$ cat src/rtl/mtc_ppa_pkg.sv
// Shared helpers for the mtc_ppa round-robin arbiter slice.
// Helpers operate on a MAX_BITS-wide carrier vector with an explicit
// active width so a single package serves every parametrisation.
package mtc_ppa_pkg;

  localparam int unsigned MAX_BITS = 256;

  typedef enum logic {
    ROT_LEFT  = 1'b0,
    ROT_RIGHT = 1'b1
  } rot_dir_e;

  // min(a + b, max_v)
  function automatic int unsigned sat_add(input int unsigned a,
                                          input int unsigned b,
                                          input int unsigned max_v);
    int unsigned s;
    s = a + b;
    return (s > max_v) ? max_v : s;
  endfunction

  // Bits [k-1:0] set, all others clear
  function automatic logic [MAX_BITS-1:0] bin2therm(input int unsigned k);
    logic [MAX_BITS-1:0] t;
    t = '0;
    for (int unsigned i = 0; i < MAX_BITS; i++) begin
      t[i] = (i < k);
    end
    return t;
  endfunction

  // (v + 1) mod n without relying on power-of-two truncation
  function automatic int unsigned mod_inc(input int unsigned v,
                                          input int unsigned n);
    return (v + 1 >= n) ? 0 : v + 1;
  endfunction

  // out[(i + a) mod n] = v[i] over the low n bits
  function automatic logic [MAX_BITS-1:0] rot_left(input logic [MAX_BITS-1:0] v,
                                                   input int unsigned n,
                                                   input int unsigned a);
    logic [MAX_BITS-1:0] r;
    r = '0;
    for (int unsigned i = 0; i < MAX_BITS; i++) begin
      if (i < n) r[(i + a) % n] = v[i];
    end
    return r;
  endfunction

  // out[i] = v[(i + a) mod n] over the low n bits
  function automatic logic [MAX_BITS-1:0] rot_right(input logic [MAX_BITS-1:0] v,
                                                    input int unsigned n,
                                                    input int unsigned a);
    logic [MAX_BITS-1:0] r;
    r = '0;
    for (int unsigned i = 0; i < MAX_BITS; i++) begin
      if (i < n) r[i] = v[(i + a) % n];
    end
    return r;
  endfunction

endpackage

$ cat src/rtl/mtc_ppa_rotator.sv
// Log-depth barrel rotator over WIDTH_N lanes of LANE_W bits each.
// Stage k rotates by (2^k mod WIDTH_N) lanes, so any amount < WIDTH_N is
// correct for non-power-of-two WIDTH_N as well.
module mtc_ppa_rotator
  import mtc_ppa_pkg::*;
#(
  parameter int unsigned WIDTH_N = 8,
  parameter int unsigned LANE_W  = 1,
  parameter rot_dir_e    DIR     = ROT_LEFT,
  localparam int unsigned PTR_W  = $clog2(WIDTH_N),
  localparam int unsigned TOT_W  = WIDTH_N * LANE_W
) (
  input  logic [TOT_W-1:0] data_i,
  input  logic [PTR_W-1:0] amt_i,
  output logic [TOT_W-1:0] data_o
);

  logic [TOT_W-1:0] stage_v;

  // Conditional constant-distance rotate per amount bit
  always_comb begin
    stage_v = data_i;
    for (int unsigned k = 0; k < PTR_W; k++) begin
      if (amt_i[k]) begin
        if (DIR == ROT_LEFT) begin
          stage_v = TOT_W'(rot_left(MAX_BITS'(stage_v), TOT_W,
                                    ((32'd1 << k) % WIDTH_N) * LANE_W));
        end else begin
          stage_v = TOT_W'(rot_right(MAX_BITS'(stage_v), TOT_W,
                                     ((32'd1 << k) % WIDTH_N) * LANE_W));
        end
      end
    end
    data_o = stage_v;
  end

endmodule

$ cat src/rtl/mtc_ppa_rr_arbiter.sv
// Registered round-robin multi-grant arbiter: up to AMOUNT_M one-hot grants
// per transaction, searching from a programmable pointer modulo WIDTH_N.
// Optional build macro MTC_PPA_RR_MASK_EN adds req_mask_i (masked requesters
// are removed from the search before rotation).
module mtc_ppa_rr_arbiter
  import mtc_ppa_pkg::*;
#(
  parameter int unsigned  WIDTH_N  = 10,
  parameter int unsigned  AMOUNT_M = 2,
  localparam int unsigned PTR_W    = $clog2(WIDTH_N),
  localparam int unsigned CNT_W    = $clog2(AMOUNT_M + 1)
) (
  input  logic                              clk,
  input  logic                              reset,
  input  logic [WIDTH_N-1:0]                req_i,
`ifdef MTC_PPA_RR_MASK_EN
  input  logic [WIDTH_N-1:0]                req_mask_i,
`endif
  input  logic                              req_vld_i,
  output logic                              req_rdy_o,
  input  logic                              mode_rr_i,
  input  logic                              ptr_ld_vld_i,
  input  logic [PTR_W-1:0]                  ptr_ld_i,
  output logic [AMOUNT_M-1:0][WIDTH_N-1:0]  gnt_o,
  output logic [CNT_W-1:0]                  gnt_cnt_o,
  output logic                              gnt_vld_o,
  input  logic                              gnt_rdy_i,
  output logic [PTR_W-1:0]                  ptr_o
);

  logic [AMOUNT_M-1:0][WIDTH_N-1:0] gnt_q, gnt_d;
  logic [CNT_W-1:0]                 cnt_q, cnt_d;
  logic                             vld_q;
  logic [PTR_W-1:0]                 ptr_q, rr_ptr_d;

  logic [PTR_W-1:0]                 start_ptr;
  logic [WIDTH_N-1:0]               req_eff, req_rot;
  logic [WIDTH_N*AMOUNT_M-1:0]      col_rot, col;
  int unsigned                      seen;
  logic                             capture;

  assign req_rdy_o = ~vld_q | gnt_rdy_i;
  assign capture   = req_vld_i & req_rdy_o;
  assign start_ptr = mode_rr_i ? ptr_q : '0;

`ifdef MTC_PPA_RR_MASK_EN
  assign req_eff = req_i & ~req_mask_i;
`else
  assign req_eff = req_i;
`endif

  // Bring the search start to bit 0
  mtc_ppa_rotator #(
    .WIDTH_N (WIDTH_N),
    .LANE_W  (1),
    .DIR     (ROT_RIGHT)
  ) u_pre_rot (
    .data_i  (req_eff),
    .amt_i   (start_ptr),
    .data_o  (req_rot)
  );

  // Prefix-count set requests; requester i gets slot = number seen before it
  always_comb begin
    seen    = 0;
    col_rot = '0;
    for (int unsigned i = 0; i < WIDTH_N; i++) begin
      if (req_rot[i]) begin
        col_rot[i*AMOUNT_M +: AMOUNT_M] =
          AMOUNT_M'(bin2therm(seen + 1) & ~bin2therm(seen));
        seen = sat_add(seen, 1, AMOUNT_M);
      end
    end
    cnt_d = CNT_W'(seen);
  end

  // Per-requester slot columns are rotated as AMOUNT_M-bit lanes so one
  // rotator restores original indices for every slot at once.
  mtc_ppa_rotator #(
    .WIDTH_N (WIDTH_N),
    .LANE_W  (AMOUNT_M),
    .DIR     (ROT_LEFT)
  ) u_post_rot (
    .data_i  (col_rot),
    .amt_i   (start_ptr),
    .data_o  (col)
  );

  // Transpose columns into per-slot grants; locate the last granted index
  always_comb begin
    gnt_d    = '0;
    rr_ptr_d = ptr_q;
    for (int unsigned i = 0; i < WIDTH_N; i++) begin
      for (int unsigned k = 0; k < AMOUNT_M; k++) begin
        gnt_d[k][i] = col[i*AMOUNT_M + k];
        if (col[i*AMOUNT_M + k] && (k + 1 == seen)) begin
          rr_ptr_d = PTR_W'(mod_inc(i, WIDTH_N));
        end
      end
    end
  end

  // Output register stage with valid/ready hold
  always_ff @(posedge clk or posedge reset) begin
    if (reset) begin
      gnt_q <= '0;
      cnt_q <= '0;
      vld_q <= 1'b0;
    end else if (capture) begin
      gnt_q <= gnt_d;
      cnt_q <= cnt_d;
      vld_q <= 1'b1;
    end else if (gnt_rdy_i) begin
      vld_q <= 1'b0;
    end
  end

  // Priority pointer: valid software load wins over round-robin advance
  always_ff @(posedge clk or posedge reset) begin
    if (reset) begin
      ptr_q <= '0;
    end else if (ptr_ld_vld_i && (32'(ptr_ld_i) < WIDTH_N)) begin
      ptr_q <= ptr_ld_i;
    end else if (capture && mode_rr_i && (cnt_d != '0)) begin
      ptr_q <= rr_ptr_d;
    end
  end

  assign gnt_o     = gnt_q;
  assign gnt_cnt_o = cnt_q;
  assign gnt_vld_o = vld_q;
  assign ptr_o     = ptr_q;

  // Upstream must hold a stalled request
  a_req_hold: assert property (@(posedge clk) disable iff (reset)
    (req_vld_i && !req_rdy_o) |=> (req_vld_i && $stable(req_i)));

  // Stalled output beat must not change
  a_gnt_hold: assert property (@(posedge clk) disable iff (reset)
    (gnt_vld_o && !gnt_rdy_i) |=>
      (gnt_vld_o && $stable(gnt_o) && $stable(gnt_cnt_o)));

endmodule

$ cat config.mk
export PLATFORM = sky130hd
export DESIGN_NAME = mtc_ppa_rr_arbiter
export DESIGN_NICKNAME = d
export VERILOG_FILES = /design/src/rtl/mtc_ppa_pkg.sv /design/src/rtl/mtc_ppa_rotator.sv /design/src/rtl/mtc_ppa_rr_arbiter.sv
export SDC_FILE = /design/constraint.sdc
export NUM_CORES = 1
export LEC_CHECK = 0
export CAP_MARGIN = 0
export CORE_ASPECT_RATIO = 0.7
export CORE_MARGIN = 4
export CORE_UTILIZATION = 45
export CTS_BUF_LIST = sky130_fd_sc_hd__clkbuf_8 sky130_fd_sc_hd__clkbuf_16
export DETAILED_ROUTE_END_ITERATION = 7
export PLACE_DENSITY_LB_ADDON = 0.25
export REMOVE_ABC_BUFFERS = 1
export SETUP_SLACK_MARGIN = 0.5
export SLEW_MARGIN = 20
export SYNTH_ARGS = -nofsm -noshare
export SYNTH_HDL_FRONTEND = slang
export SYNTH_SLANG_ARGS = --single-unit --ignore-timing --ignore-initial --compat-mode --unroll-limit 50000
$ cat constraint.sdc
create_clock -name clk -period 13.45 [get_ports clk]
set_input_delay 2.69 -clock clk [delete_from_list [all_inputs] [get_ports clk]]
set_output_delay 2.69 -clock clk [all_outputs]
set_load 0.05 [all_outputs]
* After elaboration in Yosys (flattened, before gate mapping)
Cells that the tools add are included.
** Operators by class
- Add/sub/neg operators :: 9
- Magnitude comparators :: 46
- Equality and inequality tests :: 2
- Mux-type cells :: 62
- Bitwise gates (word level) :: 21
- Reduce and logical (&&, ||, !) cells :: 28
** Operators with widths (count)
- $lt A1 B32 Y1 const A :: 36
- $mux W32 :: 18
- $add A32 B1 Y32 const B :: 9
- $gt A32 B2 Y1 const B :: 9
- $mux W4 :: 23
- $mux W20 :: 4
- $mux W10 :: 4
- $eq A1 B32 Y1 const A :: 1
- $eq A2 B32 Y1 const A :: 1
- $logic_and A1 B1 Y1 :: 23
- $reduce_bool A21 Y1 :: 1
- $and A2 B2 Y2 :: 9
- $mux W2 :: 9
- $not A2 Y2 :: 9
- $reduce_bool A2 Y1 :: 3
- $lt A4 B4 Y1 const B :: 1
- $mux W1 :: 4
- $reduce_and A2 Y1 :: 1
- $and A1 B1 Y1 :: 1
- $not A1 Y1 :: 1
- $or A1 B1 Y1 :: 1
** Word-level totals
- Flip-flop bits (word level) :: 27
- Bits of input ports :: 20
- Logic and storage cells :: 173

* Depth between registers and ports, before layout
Gate-level depths: netlist (run 1).
- Depth in word-level cells :: 69
- Depth in mapped cells :: 71
- Mapped depth without buffers :: 67

* Modules after synthesis
Synthesis (run 1) repeated with hierarchy kept, for this count alone.
** Second synthesis, totals
- Cells, all modules :: 424
- Area, all modules :: 4327.9 sq um
** Modules (own cells, without submodules)
- mtc_ppa_rr_arbiter :: times used 1, cells each 322, area an instance 2859.0 sq um, sequential area each 675.6 sq um
- mtc_ppa_rotator at u_post_rot :: times used 1, cells each 68, area an instance 979.7 sq um, sequential area each 0.0 sq um
- mtc_ppa_rotator at u_pre_rot :: times used 1, cells each 34, area an instance 489.2 sq um, sequential area each 0.0 sq um

* Worst setup path before layout (run 1)
OpenSTA, ideal clock, no wires.
- Path type :: input to register
- Start :: input mode_rr_i
- End :: register ptr_q[3] (netlist: ptr_o[3])
- Library setup time :: 0.125 ns
- Data arrival time :: 14.896 ns
- Path slack :: -1.571 ns
- Stages on the path :: 59
- Cells stage by stage :: buf_2 and2_1 clkbuf_1 clkbuf_1 buf_1 clkbuf_1 nor2_1 or2_2 ha_1 or3_4 nand2_1 ha_1 or3_1 a22oi_1 inv_1 ha_1 nor2b_1 nand3_1 [... 23 more ...] inv_1 ha_1 nor2_1 a21oi_1 a21oi_1 o22ai_1 mux2_4 inv_1 ha_1 o211ai_1 a311oi_1 a21oi_1 a211oi_1 a32o_1 a211oi_2 nand4b_1 o32ai_4 mux2_4
** Between the ends
- Longest elaborated chain between the ends :: 68
- Elaborated cells on any way between the ends :: 159
- Those cells by class :: 9 x add/sub; 45 x order compare; 2 x eq/ne; 59 x mux; 18 x bitwise; 26 x reduce/logical
** Ends and longest elaborated chain
- start: declaration :: line mtc_ppa_rr_arbiter.sv:21 : input logic mode_rr_i,
- $mux W4 :: line mtc_ppa_rr_arbiter.sv:44 : assign start_ptr = mode_rr_i ? ptr_q : '0;
- $mux W10 (4 in a row) :: line mtc_ppa_rotator.sv:24 : if (amt_i[k]) begin
- $mux W1 :: line mtc_ppa_rr_arbiter.sv:68 : if (req_rot[i]) begin
- $add A32 B1 Y32 :: line mtc_ppa_pkg.sv:18, mtc_ppa_rr_arbiter.sv:70
- $gt A32 B2 Y1 :: line mtc_ppa_pkg.sv:19 : return (s > max_v) ? max_v : s;
- $mux W32 :: line mtc_ppa_pkg.sv:19
- $mux W32 :: line mtc_ppa_rr_arbiter.sv:68
- $add A32 B1 Y32 :: line mtc_ppa_pkg.sv:18, mtc_ppa_rr_arbiter.sv:70
- [... 28 more ...]
- $lt A1 B32 Y1 or $not A2 Y2 (tied branches) :: line mtc_ppa_pkg.sv:27, mtc_ppa_rr_arbiter.sv:70
- $and A2 B2 Y2 :: line mtc_ppa_rr_arbiter.sv:70 : AMOUNT_M'(bin2therm(seen + 1) & ~bin2therm(seen));
- $mux W2 :: line mtc_ppa_rr_arbiter.sv:68
- $mux W20 (4 in a row) :: line mtc_ppa_rotator.sv:24
- $logic_and A1 B1 Y1 :: line mtc_ppa_rr_arbiter.sv:96 : if (col[i*AMOUNT_M + k] && (k + 1 == seen)) begin
- $mux W4 (19 in a row) :: line mtc_ppa_rr_arbiter.sv:96
- $mux W4 :: line mtc_ppa_rr_arbiter.sv:124 : end else if (capture && mode_rr_i && (cnt_d != '0)) begin
- $mux W4 :: line mtc_ppa_rr_arbiter.sv:122 : end else if (ptr_ld_vld_i && (32'(ptr_ld_i) < WIDTH_N)) begin
- end signal: assignment :: line mtc_ppa_rr_arbiter.sv:123 : ptr_q <= ptr_ld_i;
- end signal: assignment :: line mtc_ppa_rr_arbiter.sv:125 : ptr_q <= rr_ptr_d;
- end: declaration :: line mtc_ppa_rr_arbiter.sv:34 : logic [PTR_W-1:0] ptr_q, rr_ptr_d;
Parallel ways exist; a longest one is shown, timed or not. The select of a mux whose other input is x is not followed.
A chain may end at the register's enable or synchronous reset.

* Final worst setup path (run 1)
Ends and elaborated chain as after synthesis.

==> run_results.csv, run 1 <==
group,metric,value,unit
critical_path,cp-end-kind,"register",
die,rows,31,
sta,skew,3.11,ps
clock_tree,cts-buffers-inserted,3,
layout,nFillCells,712,
clock_tree,path_clk_slew,70,ps
synth,yosys.area.top_type,"dfrtp_1",
place,place_inst,985,
route,drt_iter0_drc,989,
synth,synth-seq-cells,27,
place,place_ws,-1710,ps
critical_path,start_kind,"input pin",
critical_path,critPathKind,"input pin to register",
sta,worst_slew_pin_slew,1080,ps
sta,fin_crit,13810,ps
critical_path,r2r_setup_slack,1130,ps
status,outcome,"finished with violations",
synth,syn_area,4960,µm²
sta,setup_violations,4,
layout,stdcell_count,1053,
die,io_pins,48,
synth,synth-main-ff-cell,"dfrtp_1",
hold_path,min_path_cells,2,
synth,yosysUniqueCellTypes,92,
grt,grt_pass1_vias,6334,
route,drcViolationCount,0,
synth,synth-compound-area-share,32.8,%
clock_tree,cts_sinks,27,
route,vias,6785,
critical_path,rr_startpoint,"ptr_o[0]",
die,die_area,12800,µm²
synth,ys_top_cells_by_count,"nor2_1, nand2_1, o21ai_0",
layout,fin_util,76.5,%
sta,timing.final.ws_setup,-356,ps
route,routedWlPerCell,21.7,µm
synth,synthSimpleGateAreaFrac,25.8,%
synth,syn_area_per_cell,7.48,µm²
clock_tree,cts_tree,"done",
layout,drive_above_1_share,45.7,%
synth,synthTopCellsByArea,"dfrtp_1, mux2i_1, ha_1, nor2_1, mux2_2",
synth,synth_warnings,0,
synth,yosysMostFrequentCell,"nor2_1",
status,violations,"setup timing",
route,via_per_inst,6.44,
layout,nNetsFinal,948,
clock_tree,cts_buffer_depth,2,
layout,diodes,0,
synth,muxShareOfSynthArea,15.1,%
critical_path,reg2reg_to,"ptr_o[3]",
synth,synth_top_family_by_area,"compound AO/OA/AOI/OAI gates",
die,initial_utilization,47.0,%
route,ant_nets,0,
sta,fmax,72.4,MHz
critical_path,cp_slowest_stage_delay,570,ps
synth,synth_edf_count,0,
die,die_w,133,µm
layout,flow.area_growth_from_synthesis,62.6,%
grt,grt_pass1_wl,33200,µm
grt,antenna_found_initial,0,
sta,fin_crit_sh,103,%
clock_tree,worstSkewPairLatency,270,ps
hold_path,min_path_type,"register to register",
clock_tree,clockRootBuffer,"clkbuf_16",
route,postRouteWirelength,22800,µm
grt,grt_usage,32.3,%
run,max_cap_violations,0,
critical_path,slowest_stage,"or4_4",
sta,max_slew_margin,28.1,%
die,coreArea,10600,µm²
place,dp_hpwl,14900,µm
grt,grt_max_degree,30,
sta,rsz0062_at_grt,"true",
hold_path,hold_start,"gnt_o[13]",
synth,yosysSeqAreaShare,13.6,%
clock_tree,postCtsHoldBufs,0,
sta,final-max-slew-violation-count,0,
synth,synthAdderAreaFrac,5.55,%
grt,grt_overflow,0,
critical_path,cpMostUsedCell,"ha_4",
sta,hold_violations,0,
synth,synthArstFlopShare,100,%
synth,synth_xor_area_share,0.530,%
die,die_h,95.8,µm
place,buffer_ports.inserted,47,
critical_path,crit_required,13610,ps
place,gp_congestion,0.991,
critical_path,rr_worst_depth,66,
clock_tree,htree_num_levels,1,
hold_path,hold_end,"gnt_o[13]",
route,first_pass_iters,6,
critical_path,critPathArrivalTime,13970,ps
synth,syn_inst,663,
synth,synth_top_area_share,13.6,%
critical_path,crit_fanout,7,
## cells in the final DEF, fill, tap and decap left out, types with 6 or more instances in the layout
cell / Yosys / layout
o21ai_2: 3 / 7
nor3_1: 15 / 12
inv_1: 28 / 16
nor2_1: 72 / 64
nand3b_1: 6 / 6
o22ai_1: 8 / 6
a211oi_1: 12 / 10
o21ai_1: 7 / 14
a21oi_1: 38 / 24
a21oi_2: 0 / 11
clkdlybuf4s50_1: 0 / 36
mux2i_2: 0 / 7
mux2_2: 20 / 17
o21ai_0: 40 / 29
buf_4: 0 / 212
o211ai_1: 11 / 11
or3_1: 8 / 6
nand3_1: 23 / 17
and3_1: 7 / 7
dfrtp_1: 27 / 27
ha_1: 22 / 8
mux2i_1: 39 / 31
nand2_1: 59 / 53
ha_4: 0 / 14
and2_1: 13 / 11
inv_4: 0 / 7
or2_2: 10 / 8
a21o_1: 6 / 6
buf_6: 6 / 22
## how the worst max path moves through the flow
stage | from | to | cells past startpoint
after global routing | mode_rr_i | ptr_o[1] | 68
final | mode_rr_i | ptr_o[3] | 67
after global placement | mode_rr_i | ptr_o[3] | 67
after detailed placement | mode_rr_i | ptr_o[1] | 59
after floorplan | mode_rr_i | ptr_o[3] | 54
after CTS | mode_rr_i | ptr_o[3] | 66
## cell type report
type / count / area [µm²] / area share, %
Clock buffer: 3 / 75.1 / 0.931
Clock inverter: 1 / 5.00 / 0.0620
Inverter: 29 / 126 / 1.57
Multi-Input combinational cell: 562 / 4690 / 58.2
Sequential cell: 27 / 676 / 8.38
Tap cell: 148 / 185 / 2.30
Timing Repair Buffer: 283 / 2300 / 28.6
## what timing repair did
item                       CTS  global route
resized for setup          129            91
buffers inserted            43            20
pin swaps                   45            47
setup endpoints to repair   26            25
cloned                       1             0
## state kept, by name, summed over array words and instances (netlist names)
name,cells
gnt_o,20
ptr_o,4
gnt_cnt_o,2
gnt_vld_o,1
## metal layers
metal | track usage [%] | share of wire, % | up-vias
met5 | 0 | 0 | -
met3 | 7.37 | 10 | 86
met1 | 43.3 | 42 | 3229
met2 | 52.4 | 45 | 475
met4 | 9.50 | 3.1 | 0
li1 | - | - | 2995
## logic make-up (layout without fill, tap and decap cells)
group | after synthesis | after routing
adders and majority gates | 22 | 22
xor gates and xnor gates | 3 | 3
and+or+nand+nor | 254 | 254
muxes | 66 | 66
DFF | 27 | 27
buffers and inverters | 74 | 316
AOI/OAI and AO/OA | 217 | 217
## metrics by stage
step | cell area, µm² | setup TNS [ps] | hold slack (ps)
floorplan | 4740 | -9350 | 765
global placement | 6690 | -15040 | 459
detailed placement | 6690 | -25270 | 473
CTS | 7580 | 0 | 490
global route | 8070 | -3250 | 510
finish | 8070 | -1340 | 478
## worst max-delay path: cells and delay by family
family	cells	cell delay, ps
buffers and inverters	12	1400
xor gates and xnor gates	1	110
and+or+nand+nor	22	3830
muxes	9	2100
AOI/OAI and AO/OA	15	2240
adders and majority gates	8	1580
Power of run 1 is left out: the tool's default activity adds up to more than one toggle a clock period on the data nets, which glitch-free logic cannot reach.
==> inputs of run 2 (changes only) <==
Settings changed: CORE_ASPECT_RATIO 0.7 to unset, CORE_UTILIZATION 45 to 50, HOLD_SLACK_MARGIN set to 0.05.
==> run 2 against run 1 <==
Net effect: the run still ends with setup timing left; critical path depth shrank 4; setup slack got worse by 5.9 ps; final area shrank 0.81%; critical path type unchanged.
==> run_results.csv, run 2 (same netlist as run 1, synthesis figures left out) <==
group,metric,value,unit
status,outcome,"finished with violations",
status,violations,"setup timing",
place,dp_hpwl,14400,µm
clock_tree,cts_tree,"done",
run,max_cap_violations,0,
layout,flow.area_growth_from_synthesis,61.3,%
sta,fmax,72.4,MHz
layout,largest_reg_flops,20,
layout,nFillCells,599,
critical_path,crit_required,13660,ps
die,die_h,108,µm
die,io_pins,48,
grt,grt_pass1_wl,32400,µm
clock_tree,worstSkewPairLatency,290,ps
critical_path,r2r_setup_slack,1260,ps
route,drcViolationCount,0,
layout,fin_util,82.2,%
critical_path,cp-end-kind,"register",
die,initial_utilization,51.0,%
layout,regArea,676,µm²
route,vias,6824,
critical_path,critPathCapture,"ptr_o[0]",
route,via_per_inst,6.59,
sta,timing.final.ws_setup,-362,ps
critical_path,critPathArrivalTime,14030,ps
hold_path,hold_start,"gnt_o[18]",
grt,grt_max_degree,28,
layout,final_common_cell,"buf_4",
place,gp_congestion,0.989,
critical_path,slowest_stage,"or4_4",
critical_path,cp-startpoint,"req_i[4]",
clock_tree,clockRootBuffer,"clkbuf_8",
critical_path,start_kind,"input pin",
sta,skew,12.8,ps
critical_path,rr_startpoint,"ptr_o[1]",
layout,nNetsFinal,945,
die,coreArea,9730,µm²
route,routedWlPerCell,21.3,µm
sta,worst_slew_pin_slew,1020,ps
route,postRouteWirelength,22000,µm
clock_tree,htree_num_levels,1,
grt,grt_overflow,0,
critical_path,crit_fanout,6,
sta,fin_crit,13810,ps
critical_path,cp_slowest_stage_delay,560,ps
clock_tree,cts_buffer_depth,2,
sta,hold_violations,0,
layout,design_area,8000,µm²
place,dpl_cell_area,6650,µm²
critical_path,rr_worst_depth,62,
critical_path,cpMostUsedCell,"buf_4",
sta,setup_violations,4,
route,first_pass_iters,8,
critical_path,critPathKind,"input pin to register",
layout,diodes,0,
grt,grt_usage,34.2,%
die,die_w,108,µm
layout,multi_input_area,4690,µm²
grt,antenna_found_initial,0,
die,die_area,11600,µm²
route,ant_nets,0,
sta,max_slew_margin,31.9,%
hold_path,min_path_type,"register to register",
grt,grt_pass1_vias,6521,
place,buffer_ports.inserted,47,
layout,most-common-layout-cells,"buf_4, nor2_1, nand2_1, clkdlybuf4s50_1, mux2i_1",
clock_tree,path_clk_slew,100,ps
place,place_inst,968,
sta,fin_crit_sh,103,%
clock_tree,cts-buffers-inserted,3,
sta,rsz0062_at_grt,"true",
layout,stdcell_count,1035,
clock_tree,cts_sinks,27,
route,drt_iter0_drc,851,
sta,final-max-slew-violation-count,0,
layout,drive_above_1_share,45.1,%
die,rows,36,
critical_path,reg2reg_to,"ptr_o[0]",
[run 2: changes by cell type in the layout (fill, tap and decap cells not counted), sizes merged]
cell         change
clkinv           -1
dlygate4sd2      +5
buf              -4
clkbuf           -4
clkinvlp         +1
[run 2: critical path: cells and delay by family]
family / cells / cell delay, ps
adder cells (fa/ha/maj): 7 / 1580
buffers and inverters: 18 / 2600
multiplexers: 4 / 1040
AO/OA/AOI/OAI: 15 / 2700
AND/OR/NAND/NOR: 19 / 3380
[run 2: how the worst min path moves through the flow]
stage,to,cells past startpoint
2_1_floorplan,gnt_o[18],2
3_3_place_gp,gnt_o[13],2
3_5_place_dp,gnt_o[19],2
4_1_cts,gnt_o[18],2
5_1_grt,gnt_o[19],2
6_report,gnt_o[18],2
[run 2: stage by stage]
step | TNS, ps | hold WS [ps] | setup slack, ps
final | -1310 | 502 | -362
after global routing | -2710 | 534 | -704
after CTS | 0 | 507 | 166
after detailed placement | -25640 | 486 | -1830
after global placement | -14760 | 469 | -1390
after floorplan | -9350 | 765 | -1300
[run 2: area by class of cell]
| type | instances | area share [%] |
|---|---|---|
| Clock buffer | 3 | 0.516 |
| Clock inverter | 1 | 0.0938 |
| Inverter | 29 | 1.52 |
| Multi-Input combinational cell | 562 | 58.6 |
| Sequential cell | 27 | 8.44 |
| Tap cell | 133 | 2.08 |
| Timing Repair Buffer | 280 | 28.8 |
[run 2: per-layer routing]
| metal | GRT usage, % | share of wire, % | vias to the layer above |
|---|---|---|---|
| li1 | - | - | 2984 |
| met1 | 42.3 | 38 | 3219 |
| met2 | 61.1 | 48 | 476 |
| met3 | 3.84 | 7.8 | 145 |
| met4 | 12.1 | 6.2 | 0 |
| met5 | 0 | 0 | - |
[run 2: repair_timing]
item	4_1_cts	5_1_grt
endpoints found under the setup margin	26	24
pin swaps	50	49
buffers inserted	42	21
resized for setup	110	95
hold buffers	0	0
Power of run 2 is left out for the same reason.
